File: src/rtl/mips_avalon_arbiter.sv
// rtl/mips_avalon_arbiter.sv - two-port Avalon-MM arbiter (fetch/data) with transfer lock,
// protocol-error and bus-hang detection.
module mips_avalon_arbiter #(
  parameter bit          ROUND_ROBIN    = 1'b1,
  parameter int unsigned TIMEOUT_CYCLES = 1024
) (
  input  logic        clk,
  input  logic        reset,
  input  logic        i_read,
  input  logic [31:0] i_address,
  output logic        i_waitrequest,
  output logic [31:0] i_readdata,
  input  logic        d_read,
  input  logic        d_write,
  input  logic [31:0] d_address,
  input  logic [31:0] d_writedata,
  input  logic [3:0]  d_byteenable,
  output logic        d_waitrequest,
  output logic [31:0] d_readdata,
  output logic [31:0] address,
  output logic        read,
  output logic        write,
  output logic [31:0] writedata,
  output logic [3:0]  byteenable,
  input  logic        waitrequest,
  input  logic [31:0] readdata,
  output logic [1:0]  grant,
  output logic        protocol_err,
  output logic        timeout
);

  // Encoding doubles as the grant output value.
  typedef enum logic [1:0] {
    OWN_NONE  = 2'b00,
    OWN_FETCH = 2'b01,
    OWN_DATA  = 2'b10
  } owner_e;

  localparam int unsigned CW = (TIMEOUT_CYCLES > 0) ? $clog2(TIMEOUT_CYCLES + 1) : 1;
  localparam logic [CW-1:0] TMAX = CW'(TIMEOUT_CYCLES);

  owner_e        owner_q, owner_d;
  owner_e        last_q, last_d;
  logic [CW-1:0] stall_q, stall_d;
  logic          perr_q, perr_d;
  logic          tout_q, tout_d;

  owner_e winner, cur;
  logic   i_req, d_req, active, done;

  always_ff @(posedge clk or negedge reset) begin
    if (!reset) begin
      owner_q <= OWN_NONE;
      last_q  <= OWN_DATA;
      stall_q <= '0;
      perr_q  <= 1'b0;
      tout_q  <= 1'b0;
    end else begin
      owner_q <= owner_d;
      last_q  <= last_d;
      stall_q <= stall_d;
      perr_q  <= perr_d;
      tout_q  <= tout_d;
    end
  end

  always_comb begin
    i_req  = i_read;
    d_req  = d_read | d_write;
    winner = OWN_NONE;
    if (i_req && d_req) begin
      if (ROUND_ROBIN) winner = (last_q == OWN_DATA) ? OWN_FETCH : OWN_DATA;
      else             winner = OWN_DATA;
    end else if (i_req) begin
      winner = OWN_FETCH;
    end else if (d_req) begin
      winner = OWN_DATA;
    end

    // Reset gates the bus combinationally so read/write drop without a clock.
    if (!reset)                  cur = OWN_NONE;
    else if (owner_q != OWN_NONE) cur = owner_q;
    else                         cur = winner;

    active = ((cur == OWN_FETCH) && i_req) || ((cur == OWN_DATA) && d_req);
    done   = active && !waitrequest;

    address    = 32'h0;
    read       = 1'b0;
    write      = 1'b0;
    writedata  = 32'h0;
    byteenable = 4'h0;
    case (cur)
      OWN_FETCH: begin
        address    = i_address;
        read       = i_read;
        byteenable = 4'b1111;
      end
      OWN_DATA: begin
        address    = d_address;
        read       = d_read & ~d_write;
        write      = d_write;
        writedata  = d_writedata;
        byteenable = d_byteenable;
      end
      default: ;
    endcase

    i_waitrequest = !((cur == OWN_FETCH) && done);
    d_waitrequest = !((cur == OWN_DATA) && done);
    i_readdata    = (cur == OWN_FETCH) ? readdata : 32'h0;
    d_readdata    = (cur == OWN_DATA)  ? readdata : 32'h0;
    grant         = cur;
    protocol_err  = perr_q;
    timeout       = tout_q;

    owner_d = owner_q;
    last_d  = last_q;
    if (!active) begin
      owner_d = OWN_NONE;
    end else if (done) begin
      owner_d = OWN_NONE;
      last_d  = cur;
    end else begin
      owner_d = cur;
    end

    perr_d = perr_q
           | ((owner_q != OWN_NONE) && !active)
           | (active && (cur == OWN_DATA) && d_read && d_write);

    stall_d = '0;
    tout_d  = tout_q;
    if (active && waitrequest && (TIMEOUT_CYCLES != 0)) begin
      stall_d = (stall_q == TMAX) ? stall_q : stall_q + 1'b1;
      if (stall_d == TMAX) tout_d = 1'b1;
    end
  end

endmodule

File: config.mk
export PLATFORM = sky130hd
export DESIGN_NAME = mips_avalon_arbiter
export DESIGN_NICKNAME = d
export VERILOG_FILES = /design/src/rtl/mips_avalon_arbiter.sv
export SDC_FILE = /design/constraint.sdc
export NUM_CORES = 1
export LEC_CHECK = 0
export ABC_AREA = 1
export CAP_MARGIN = 15
export CORE_AREA = 2 2 108 110
export DETAILED_ROUTE_END_ITERATION = 16
export DIE_AREA = 0 0 110 112
export HOLD_SLACK_MARGIN = 0.1
export PLACE_DENSITY = 0.62
export REMOVE_ABC_BUFFERS = 1
export SETUP_SLACK_MARGIN = 0.15
export SLEW_MARGIN = 30
export SYNTH_ARGS = -nofsm -noshare
export SYNTH_HDL_FRONTEND = slang
export SYNTH_SLANG_ARGS = --single-unit
File: constraint.sdc
create_clock -name clk -period 3.15 [get_ports clk]
set_input_delay 0.7875 -clock clk [delete_from_list [all_inputs] [get_ports clk]]
set_output_delay 0.7875 -clock clk [all_outputs]
set_load 0.1 [all_outputs]
==> results of run 1 <==
[layer usage]
layer  share of wire (%)  GRT usage, %  vias to the layer above
li1                    -             -                     1967
met4                 1.4          4.30                        0
met1                  35          29.4                     1949
met2                  55          49.3                      155
met5                   0             0                        -
met3                 8.6          9.43                       19
[cell families (layout without fill, tap and decap cells)]
kind of cell,after synthesis,after routing,synth area share [%]
simple gates,247,247,42.6
fa+ha+maj,4,4,2.16
xor+xnor,3,3,1.13
buf+inv,147,454,24.2
compound gates,52,52,11.5
flops,17,17,18.4
[stage by stage]
stage / hold slack [ns] / TNS [ns]
after detailed placement: 0.467 / -54.99
after global routing: 0.501 / -10.65
after CTS: 0.482 / -1.42
after global placement: 0.455 / -50.21
final: 0.471 / -3.14
after floorplan: 0.475 / -450.84
[layout make-up]
cell class | instances | share of cell area [%]
Tap cell | 143 | 2.20
Clock buffer | 3 | 0.923
Clock inverter | 1 | 0.0615
Multi-Input combinational cell | 306 | 25.0
Timing Repair Buffer | 327 | 60.5
Sequential cell | 17 | 5.25
Inverter | 123 | 6.14
[final timing paths]
kind                            from           end  slack [ns]
setup / recovery              d_read   address[24]       -0.09
hold / removal               timeout       timeout        0.47
setup reg to reg           last_q[1]  protocol_err        0.75
hold reg to reg              timeout       timeout        0.47
max in group asynchronous      reset     last_q[1]        2.22
min in group asynchronous      reset    stall_q[6]        0.68
[power by group through the flow]
stage	Combinational (mW)	Clock, mW	Sequential [mW]
3_3_place_gp	2.35	0	0.242
3_5_place_dp	2.36	0	0.243
5_1_grt	2.87	0.272	0.240
6_report	2.78	0.260	0.239
2_1_floorplan	1.33	0	0.241
4_1_cts	2.73	0.263	0.240
[worst reg2reg max path, delay by kind of cell (launching register included)]
kind / cells / cell delay, ns
fa+ha+maj: 1 / 0.21
flops: 1 / 0.55
simple gates: 2 / 0.24
compound gates: 3 / 0.51
buf+inv: 7 / 0.79
[layout by cell type, fill, tap and decap left out, drive strengths merged]
master         Yosys  layout
a211o              1       1
inv              123     123
buf                9     190
dfstp              1       1
nor2              27      27
nand4              3       3
clkdlybuf4s50      0     133
xnor2              1       1
nand3             10      10
clkdlybuf4s15      0       1
clkinv             0       1
ha                 4       4
a21oi             46      46
dfrtp             16      16
nand3b             2       2
xor2               2       2
o21ai              5       5
clkbuf            15       3
bufbuf             0       3
nor3               1       1
nand2            204     204
[state kept, by name, summed over array words and instances, names as in the netlist]
signal	cells
stall_q	11
owner_q	2
last_q	2
timeout	1
protocol_err	1
[repair_timing]
| item | CTS | global route |
|---|---|---|
| setup buffers | 11 | 3 |
| hold buffers | 0 | 0 |
| pin swaps | 60 | 14 |
| gates cloned | 10 | 0 |
| gates resized for setup | 249 | 55 |
| endpoints found under the setup margin | 136 | 136 |
==> flow_summary.json, run 1 <==
{
  "p_leak_nw": 4.00,
  "clockPowerShare_pct": 7.9,
  "rows": 39,
  "grt-ovfl-total": 0,
  "totalWireLength_mm": 16.3,
  "power_switching_mw": 1.81,
  "hold_path_depth": 2,
  "drc": 0,
  "powerDensity_nw_per_um2": 403,
  "syn_inst": 470,
  "cp.depth": 12,
  "drtIter0Drc": 185,
  "rr_worst_depth": 13,
  "crit_path_start_kind": "input pin",
  "cts_tree": "yes",
  "die_area_um2": 12300,
  "synthToLayoutAreaGrowth_pct": 250,
  "final_max_slew_viol_count": 0,
  "min_period_ns": 3.24,
  "post-layout-total-power_mw": 3.28,
  "io_pins": 278,
  "clkSinkCount": 17,
  "seqCellArea_um2": 427,
  "async_flop_share_pct": 100,
  "fmax_ghz": 0.308,
  "max-cap-violations": 0,
  "fill_cells": 756,
  "synth_area_um2": 2320,
  "die_w_um": 110,
  "worst-path-buf-inv": 5,
  "ys_types": 26,
  "violations": "setup timing",
  "clk_path_buf_depth": 2,
  "combPwrFrac_pct": 84.8,
  "layout.nets": 920,
  "cp_cell_sequence": "buf_6 -> nor2_4 -> a21oi_1 -> nand3b_1 -> a21oi_2 -> buf_4 -> ha_4 -> buf_6 -> buf_16 -> nand2_4 -> a21oi_4 -> buf_12",
  "gp_congestion": 0.919,
  "hold_viol_final": 0,
  "first_global_vias": 4525,
  "status": "complete, but fails checks",
  "grt_usage_pct": 26.8,
  "hold_class": "flop to flop",
  "fin_crit_sh_pct": 103,
  "insertion_delay_ns": 0.25,
  "synth_area_leaders": "nand2_1 (33%), inv_1 (20%), dfrtp_1 (17%)",
  "critPathRequiredTime_ns": 2.36,
  "p_int_mw": 1.47,
  "start_util_pct": 20.8,
  "fin_worst_skew_ns": 0.00364,
  "yosys.area.top_type": "nand2_1",
  "synth-seq-cells": 17,
  "cts_inserted_buffers": 3,
  "clkSlewWorstSetupHoldPaths_ns": 0.05,
  "antenna_found_initial": 0,
  "wl_per_cell_um": 17.7,
  "synth.most_common_cell": "nand2_1",
  "swShare_pct": 55.2,
  "io_buffers": 277,
  "dpl-instance-area_um2": 6820,
  "viasPerCell": 4.45,
  "finalNonFillerCells": 920,
  "die_y_um": 112,
  "grt_max_degree": 28,
  "ys.flop_type": "dfrtp_1",
  "cts_root_buffer": "clkbuf_16",
  "syn_area_per_cell_um2": 4.94,
  "peakVddDrop_mv": 0.306,
  "crit_path_end_kind": "output pin",
  "dr.pass1.iters": 4,
  "yosys_warnings": 0,
  "fin_util_pct": 72.8,
  "htreeDepth": 1,
  "dp.cells": 892,
  "yosysSeqAreaShare_pct": 18.4,
  "path_delay_family": "buffers and inverters",
  "core_area_um2": 11200,
  "drive_above_1_share_pct": 51.6,
  "grt_pass1_wl_mm": 25.2,
  "rsz0062_at_grt": "true",
  "fin_area_um2": 8130,
  "ant_nets": 0,
  "tightest_slew_ns": 0.424,
  "synth_edf_count": 0,
  "dp_hpwl_mm": 12.4,
  "crit_type": "input pin to output pin",
  "diodes": 0,
  "slew_headroom_pct": 71.7,
  "setup_viol": 112,
  "yosys.area.top_type_share_pct": 32.7,
  "crit_arrival_ns": 2.46,
  "multi_input_area_um2": 2030,
  "crit_fanout": 6,
  "power_frac_seq_pct": 7.3,
  "setup_slack_ns": -0.0927,
  "place_ws_ns": -0.562,
  "synthTopCellsByCount": "nand2_1 (202), inv_1 (123), a21oi_1 (46)",
  "critical-path-max-stage-delay_ns": 0.22,
  "cpMaxStageDelayCell": "ha_4",
  "crit_top_cell": "buf_6",
  "num_vias": 4090
}
No activity file was read; power rests on OpenSTA's default activity.
==> inputs of run 2 (changes only) <==
--- a/config.mk
+++ b/config.mk
@@ -10,6 +10,7 @@
 export CORE_AREA = 2 2 108 110
 export DETAILED_ROUTE_END_ITERATION = 16
 export DIE_AREA = 0 0 110 112
+export GPL_TIMING_DRIVEN = 1
 export HOLD_SLACK_MARGIN = 0.1
 export PLACE_DENSITY = 0.62
 export REMOVE_ABC_BUFFERS = 1
==> results of run 2 <==
No change in the layout: final DEF, timing and power equal those of run 1.
==> inputs of run 3 (changes only) <==
--- a/config.mk
+++ b/config.mk
@@ -6,7 +6,7 @@
 export NUM_CORES = 1
 export LEC_CHECK = 0
 export ABC_AREA = 1
-export CAP_MARGIN = 15
+export CAP_MARGIN = 30
 export CORE_AREA = 2 2 108 110
 export DETAILED_ROUTE_END_ITERATION = 16
 export DIE_AREA = 0 0 110 112
==> results of run 3 <==
No change in the layout: final DEF, timing and power equal those of run 1.
